File: config.mk
export PLATFORM = sky130hd
export DESIGN_NAME = seq_divider
export DESIGN_NICKNAME = d
export VERILOG_FILES = /design/src/rtl/seq_divider.sv
export SDC_FILE = /design/constraint.sdc
export NUM_CORES = 1
export LEC_CHECK = 0
export CAP_MARGIN = 15
export CORE_UTILIZATION = 50
export DETAILED_ROUTE_END_ITERATION = 10
export PLACE_DENSITY_LB_ADDON = 0.15
export SYNTH_ARGS = -nofsm -noshare
export SYNTH_HDL_FRONTEND = slang
export SYNTH_SLANG_ARGS = --single-unit
File: constraint.sdc
create_clock -name clk -period 1.7 [get_ports clk]
set_input_delay 0.255 -clock clk [delete_from_list [all_inputs] [get_ports clk]]
set_output_delay 0.255 -clock clk [all_outputs]
set_load 0.02 [all_outputs]
File: src/rtl/seq_divider.sv
// Sequential restoring divider: one quotient bit per clock, results held until the next accepted command.
// Latency DIVIDEND_W+1 cycles from accept to done (1 for divide-by-zero); func is ignored while busy, no queueing.
module seq_divider #(
  parameter int DIVIDEND_W = 4,
  parameter int DIVISOR_W  = 2
) (
  input  logic                  clk,
  input  logic                  rst,
  input  logic                  func,
  input  logic [DIVIDEND_W-1:0] in1,
  input  logic [DIVISOR_W-1:0]  in2,
  output logic [DIVIDEND_W-1:0] quot,
  output logic [DIVISOR_W-1:0]  rem,
  output logic                  busy,
  output logic                  done,
  output logic                  div_by_zero
);

  localparam int CNT_W = $clog2(DIVIDEND_W);

  typedef enum logic [1:0] {
    S_IDLE = 2'd0,
    S_CALC = 2'd1,
    S_DONE = 2'd2
  } state_t;

  state_t                r_state;
  state_t                w_next_state;
  logic [CNT_W-1:0]      r_cnt;
  logic [DIVIDEND_W-1:0] r_dvd;
  logic [DIVISOR_W-1:0]  r_dvs;
  logic [DIVISOR_W-1:0]  r_part;
  logic [DIVIDEND_W-1:0] r_quot;
  logic [DIVISOR_W-1:0]  r_rem;
  logic                  r_dbz;

  logic                  w_accept;
  logic                  w_zero;
  logic                  w_last;
  logic [DIVISOR_W:0]    w_shift;
  logic                  w_ge;
  logic [DIVISOR_W-1:0]  w_part_next;

  assign w_accept = func && (r_state != S_CALC);
  assign w_zero   = (in2 == '0);
  assign w_last   = (r_cnt == CNT_W'(DIVIDEND_W - 1));

  // The stored partial remainder is always below the divisor, so DIVISOR_W
  // bits hold it; only the shifted trial value needs the extra bit.
  assign w_shift     = {r_part, r_dvd[DIVIDEND_W-1]};
  assign w_ge        = (w_shift >= {1'b0, r_dvs});
  assign w_part_next = w_ge ? DIVISOR_W'(w_shift - {1'b0, r_dvs})
                            : w_shift[DIVISOR_W-1:0];

  always_ff @(posedge clk or negedge rst) begin
    if (!rst) begin
      r_state <= S_IDLE;
    end else begin
      r_state <= w_next_state;
    end
  end

  always_comb begin
    w_next_state = r_state;
    case (r_state)
      S_IDLE: begin
        if (w_accept) begin
          w_next_state = w_zero ? S_DONE : S_CALC;
        end
      end
      S_CALC: begin
        if (w_last) begin
          w_next_state = S_DONE;
        end
      end
      S_DONE: begin
        if (w_accept) begin
          w_next_state = w_zero ? S_DONE : S_CALC;
        end else begin
          w_next_state = S_IDLE;
        end
      end
      default: w_next_state = S_IDLE;
    endcase
  end

  // The dividend register doubles as the quotient accumulator: each step
  // shifts out a dividend bit at the top and shifts in a quotient bit below.
  always_ff @(posedge clk or negedge rst) begin
    if (!rst) begin
      r_cnt  <= '0;
      r_dvd  <= '0;
      r_dvs  <= '0;
      r_part <= '0;
      r_quot <= '0;
      r_rem  <= '0;
      r_dbz  <= 1'b0;
    end else if (w_accept) begin
      if (w_zero) begin
        r_quot <= '1;
        r_rem  <= '0;
        r_dbz  <= 1'b1;
      end else begin
        r_dvd  <= in1;
        r_dvs  <= in2;
        r_part <= '0;
        r_cnt  <= '0;
      end
    end else if (r_state == S_CALC) begin
      r_dvd  <= {r_dvd[DIVIDEND_W-2:0], w_ge};
      r_part <= w_part_next;
      r_cnt  <= r_cnt + CNT_W'(1);
      if (w_last) begin
        r_quot <= {r_dvd[DIVIDEND_W-2:0], w_ge};
        r_rem  <= w_part_next;
        r_dbz  <= 1'b0;
      end
    end
  end

  assign quot        = r_quot;
  assign rem         = r_rem;
  assign div_by_zero = r_dbz;
  assign busy        = (r_state == S_CALC);
  assign done        = (r_state == S_DONE);

endmodule

==> impl_metrics.json, run 1 <==
{
  "status": "completed",
  "wl_met2_um": 1003,
  "antenna_left": 0,
  "hold_path.class": "input port to asynchronous set/reset pin",
  "finalNonFillerCells": 138,
  "drt_iter0_markers": 13,
  "worst_ep_arrival_time_ps": 1820,
  "synth_edf_count": 0,
  "async_reset_ff_frac": 1.000,
  "std_cell_rows": 15,
  "route.top_layer_used": "met4",
  "dr_total_vias": 776,
  "cts_htree_levels": 1,
  "synthFlopType": "dfrtp_1",
  "core_mm2": 0.001745,
  "ir_worst_vdd_mv": 1.170,
  "first_pass_iters": 4,
  "wl_met3_um": 49,
  "final-hold-violation-count": 0,
  "rsz0062_at_grt": "no",
  "fin_crit_sh": 0.9469,
  "clock_sinks": 19,
  "relSlewSlack": 0.7613,
  "nFillCells": 140,
  "cts_inserted_buffers": 3,
  "final_common_cell": "dfrtp_1",
  "cp-end-kind": "flop",
  "antenna_found_initial": 0,
  "fin_skew_ps": 6.380,
  "cp.required_ps": 1910,
  "cp-start-kind": "flop",
  "nNetsFinal": 126,
  "drc": 0,
  "port_buffers": 17,
  "critical_path_class": "flop to flop",
  "pin_count": 18,
  "syn_nets": 98,
  "routed_wl_um": 2030,
  "grt_remaining_overflow": 0,
  "syn_avg_cell_area_um2": 11.03,
  "max_slew.worst_pin.slew_ps": 358.0,
  "gp_congestion": 0.8751,
  "n_antenna_cell": 0,
  "die_x_um": 45.55,
  "syn-instance-count": 86,
  "grt_max_degree": 20,
  "die_y_um": 45.55,
  "critical_path.max_fanout": 6,
  "dp.final_hpwl_um": 1539,
  "timing.fmax_mhz": 621.2,
  "hold_buffers": 0,
  "start_util": 0.5434,
  "setup_viol": 0,
  "ys_seq_area_frac": 0.5013,
  "detail_route.vias_per_cell": 5.623,
  "met1_length_um": 953,
  "total_power_uw": 2350,
  "mostFrequentLayoutCells": "dfrtp_1 (19), clkdlybuf4s50_1 (15), buf_4 (9)",
  "dieArea_mm2": 0.002075,
  "grt_pass1_wl_um": 3436,
  "clk_latency_ps": 300,
  "cts_tree": "built",
  "netlist_area_um2": 948.4,
  "setup_tns_ps": 0,
  "cts_max_path_buffers": 2,
  "placedCellCount": 134,
  "cts_root_buffer": "clkbuf_4",
  "gr-usage-all-layers": 0.2389,
  "drive_gt1_frac": 0.2124,
  "syn_to_final_growth_pct": 31.00,
  "power.density_mw_per_mm2": 1892,
  "drv_slew": 0,
  "fin_crit_ps": 1610,
  "timing.max_cap.violations": 0,
  "ys_seq_elements": 19,
  "clk_pin_slew_ps": 110,
  "ys_types": 32,
  "synth-warning-count": 0,
  "first_global_vias": 778,
  "wl_per_cell_um": 14.71,
  "p_leak_uw": 0.0005257
}
sequential cells by signal, indices dropped and copies added, names as in the netlist:
signal,count
r_dvd,4
r_dvs,2
rem,2
r_cnt,2
r_state,2
r_part,2
div_by_zero,1
quot,4
layer usage:
| metal | up-vias | global-route usage |
|---|---|---|
| met5 | - | 0 |
| met4 | 0 | 0.09091 |
| met3 | 4 | 0.02381 |
| met2 | 15 | 0.3943 |
| met1 | 378 | 0.3215 |
| li1 | 379 | - |
final timing paths:
check / start / endpoint / slack (ps) / depth (start not counted)
min: rst / quot[1] / 290 / 2
min reg2reg: quot[2] / quot[2] / 510 / 1
max reg2reg: r_part[0] / rem[1] / 90 / 4
min in group clk: quot[2] / quot[2] / 510 / 1
max in group asynchronous: rst / r_dvs[1] / 1200 / 2
max: r_part[0] / rem[1] / 90 / 4
critical path, cell delays in order, from the launching register on:
cell	delay, ps
dfrtp_1	430
ha_1	390
a2111oi_4	380
a211oi_2	100
a2bb2o_4	220
synthesized netlist by cell type (2+ instances only):
| cell type | instances | area [µm²] |
|---|---|---|
| nor2_1 | 3 | 11.26 |
| a31oi_1 | 5 | 31.28 |
| nand2b_1 | 2 | 12.51 |
| nand3_1 | 5 | 25.02 |
| inv_1 | 6 | 22.52 |
| o21ai_0 | 5 | 25.02 |
| ha_1 | 3 | 37.54 |
| nor3_1 | 3 | 15.01 |
| o22a_2 | 3 | 30.03 |
| buf_2 | 2 | 10.01 |
| nand2_1 | 2 | 7.510 |
| o22ai_1 | 2 | 12.51 |
| nor2b_1 | 3 | 18.77 |
| dfrtp_1 | 19 | 475.5 |
| o2bb2ai_1 | 2 | 17.52 |
| o31ai_1 | 4 | 30.03 |
| a22o_1 | 2 | 17.52 |
stage by stage:
stage / hold slack [ps] / utilization / setup slack (ps) / cell area (µm²)
floorplan: -40.59 / - / 162.7 / 948.4
global placement: 482.1 / 0.6875 / 88.01 / 1200
CTS: 301.8 / 0.7018 / 76.08 / 1225
detailed placement: 482.8 / 0.6875 / 42.00 / 1200
global route: 313.9 / 0.7118 / 6.858 / 1242
finish: 292.3 / 0.7118 / 90.25 / 1242
cell type report:
cell class,count,area (µm²),share of cell area
inverter,7,26.28,0.02115
multi-input combinational,57,446.7,0.3595
clock buffer,3,22.52,0.01813
sequential,19,475.5,0.3827
timing repair buffer,26,235.2,0.1893
tap,25,31.28,0.02518
clock inverter,1,5.005,0.004028
power by group:
part           switching, µW  internal (µW)  total [µW]
Combinational            695            619        1310
Sequential               154            654         808
Clock                    141           87.8         229
Total                    990           1360        2350
kinds of logic (layout without fill, tap and decap cells):
kind of cell | after synthesis | count (layout) | synth area share
compound gates | 32 | 32 | 0.2876
fa+ha+maj | 3 | 3 | 0.03958
buf+inv | 10 | 37 | 0.04617
flops | 19 | 19 | 0.5013
simple gates | 22 | 22 | 0.1253
what timing repair did:
action	4_1_cts	5_1_grt
gates resized for setup	2	2
buffers inserted	0	0
setup endpoints to repair	2	2
No activity file was read; power rests on OpenSTA's default activity.
==> inputs of run 2 (changes only) <==
- CORE_UTILIZATION: 50 -> 53
- clock period: 1.7 -> 2 ns (I/O delays scaled with it)
==> impl_metrics.json, run 2 (same netlist as run 1, synthesis figures left out) <==
{
  "nFillCells": 114,
  "grt_pass1_wl_um": 3277,
  "first_pass_iters": 4,
  "status": "completed",
  "p_leak_uw": 0.0004896,
  "timing.max_cap.violations": 0,
  "n_antenna_cell": 0,
  "seq_area_um2": 475.5,
  "cts_inserted_buffers": 3,
  "wl_per_cell_um": 14.86,
  "critical_path_class": "flop to output port",
  "antenna_left": 0,
  "clk_pin_slew_ps": 120,
  "clock_sinks": 19,
  "cts_root_buffer": "clkbuf_4",
  "critical_path.max_fanout": 3,
  "clk_latency_ps": 310,
  "r2r_end": "rem[1]",
  "multi_input_area_um2": 429.2,
  "dp.final_hpwl_um": 1488,
  "dieArea_mm2": 0.001962,
  "routed_wl_um": 1961,
  "ctsResizeCount": 0,
  "hold_path.class": "input port to asynchronous set/reset pin",
  "wl_met2_um": 952,
  "r2r_cells": 4,
  "route.top_layer_used": "met4",
  "gr-usage-all-layers": 0.2370,
  "timing.fmax_mhz": 540.0,
  "power.density_mw_per_mm2": 1634,
  "dr_total_vias": 779,
  "max_slew.worst_pin.slew_ps": 385.0,
  "drive_gt1_frac": 0.1667,
  "die_y_um": 44.30,
  "cts_max_path_buffers": 2,
  "cts_htree_levels": 1,
  "hold_buffers": 0,
  "grt_remaining_overflow": 0,
  "start_util": 0.5950,
  "r2r_start": "r_part[0]",
  "setup_viol": 0,
  "die_x_um": 44.30,
  "nNetsFinal": 121,
  "worst_ep_arrival_time_ps": 1550,
  "relSlewSlack": 0.7412,
  "fin_crit_ps": 1852,
  "ir_worst_vdd_mv": 0.9666,
  "fin_skew_ps": 10.43,
  "drt_iter0_markers": 17,
  "detail_route.vias_per_cell": 5.902,
  "rsz0062_at_grt": "no",
  "setup_tns_ps": 0,
  "final-hold-violation-count": 0,
  "final_common_cell": "dfrtp_1",
  "std_cell_rows": 14,
  "syn_to_final_growth_pct": 25.59,
  "met1_length_um": 905,
  "drv_slew": 0,
  "port_buffers": 17,
  "fin_crit_sh": 0.9259,
  "cts_tree": "built",
  "total_power_uw": 1946,
  "dp_slack_ps": 219.0,
  "gp_congestion": 0.8157,
  "r2r_slack_ps": 390,
  "setup_ws_ps": 148.2,
  "mostFrequentLayoutCells": "dfrtp_1 (19), clkdlybuf4s50_1 (17), inv_1 (6)",
  "drc": 0,
  "setup.worst_path.start": "r_state[1]",
  "cp-start-kind": "flop",
  "grt_max_degree": 20,
  "pin_count": 18,
  "post_cts_buffers": 0,
  "wl_met3_um": 62,
  "cp-end-kind": "output port",
  "cp.required_ps": 1700,
  "holdWs_ps": 303.5,
  "core_mm2": 0.001594,
  "first_global_vias": 709,
  "antenna_found_initial": 0
}
## run 2: cell count changes in the layout (fill, tap and decap cells not counted)
| cell | before | now |
|---|---|---|
| clkinvlp_4 | 0 | 1 |
| a2111oi_2 | 0 | 1 |
| clkdlybuf4s50_1 | 15 | 17 |
| o31ai_2 | 1 | 0 |
| buf_4 | 9 | 4 |
| dlygate4sd2_1 | 2 | 0 |
| o31ai_1 | 3 | 4 |
| a2111oi_4 | 1 | 0 |
| clkinv_2 | 1 | 0 |
## run 2: metal layers
layer	track usage	vias up
li1	-	371
met1	0.3288	381
met2	0.3676	22
met3	0.02449	5
met4	0.1273	0
met5	0	-
## run 2: worst max-delay path: stages (launching register included)
cell             delay (ps)
dfrtp_1                 400
nand2b_1                180
inv_2                    70
clkdlybuf4s50_1         590
## run 2: area by class of cell
type                    count  share of cell area
clock buffers               3             0.01891
inverters                   7             0.02206
multi-input cells          57              0.3603
flip-flops and latches     19              0.3992
clock inverters             1            0.006303
well taps                  24             0.02521
repair buffers             21              0.1681
## run 2: worst max-delay path by stage
stage	endpoint	slack, ps	cells past startpoint
after floorplan	rem[1]	460	4
after global placement	rem[1]	280	4
after detailed placement	rem[1]	220	4
after CTS	busy	130	3
after global routing	busy	70	3
final	busy	150	3
## run 2: stage by stage
step / utilization / instances / instance area (µm²)
final: 0.7473 / 132 / 1191
after global routing: 0.7473 / 132 / 1191
after CTS: 0.7473 / 132 / 1191
after detailed placement: 0.7284 / 128 / 1161
after global placement: 0.7284 / 128 / 1161
after floorplan: - / 86 / 948.4
## run 2: where the power goes
group          internal [µW]  switching (µW)  leakage (µW)
clock network           76.4             130     0.0000139
logic                    499             559      0.000255
registers                556             126      0.000221
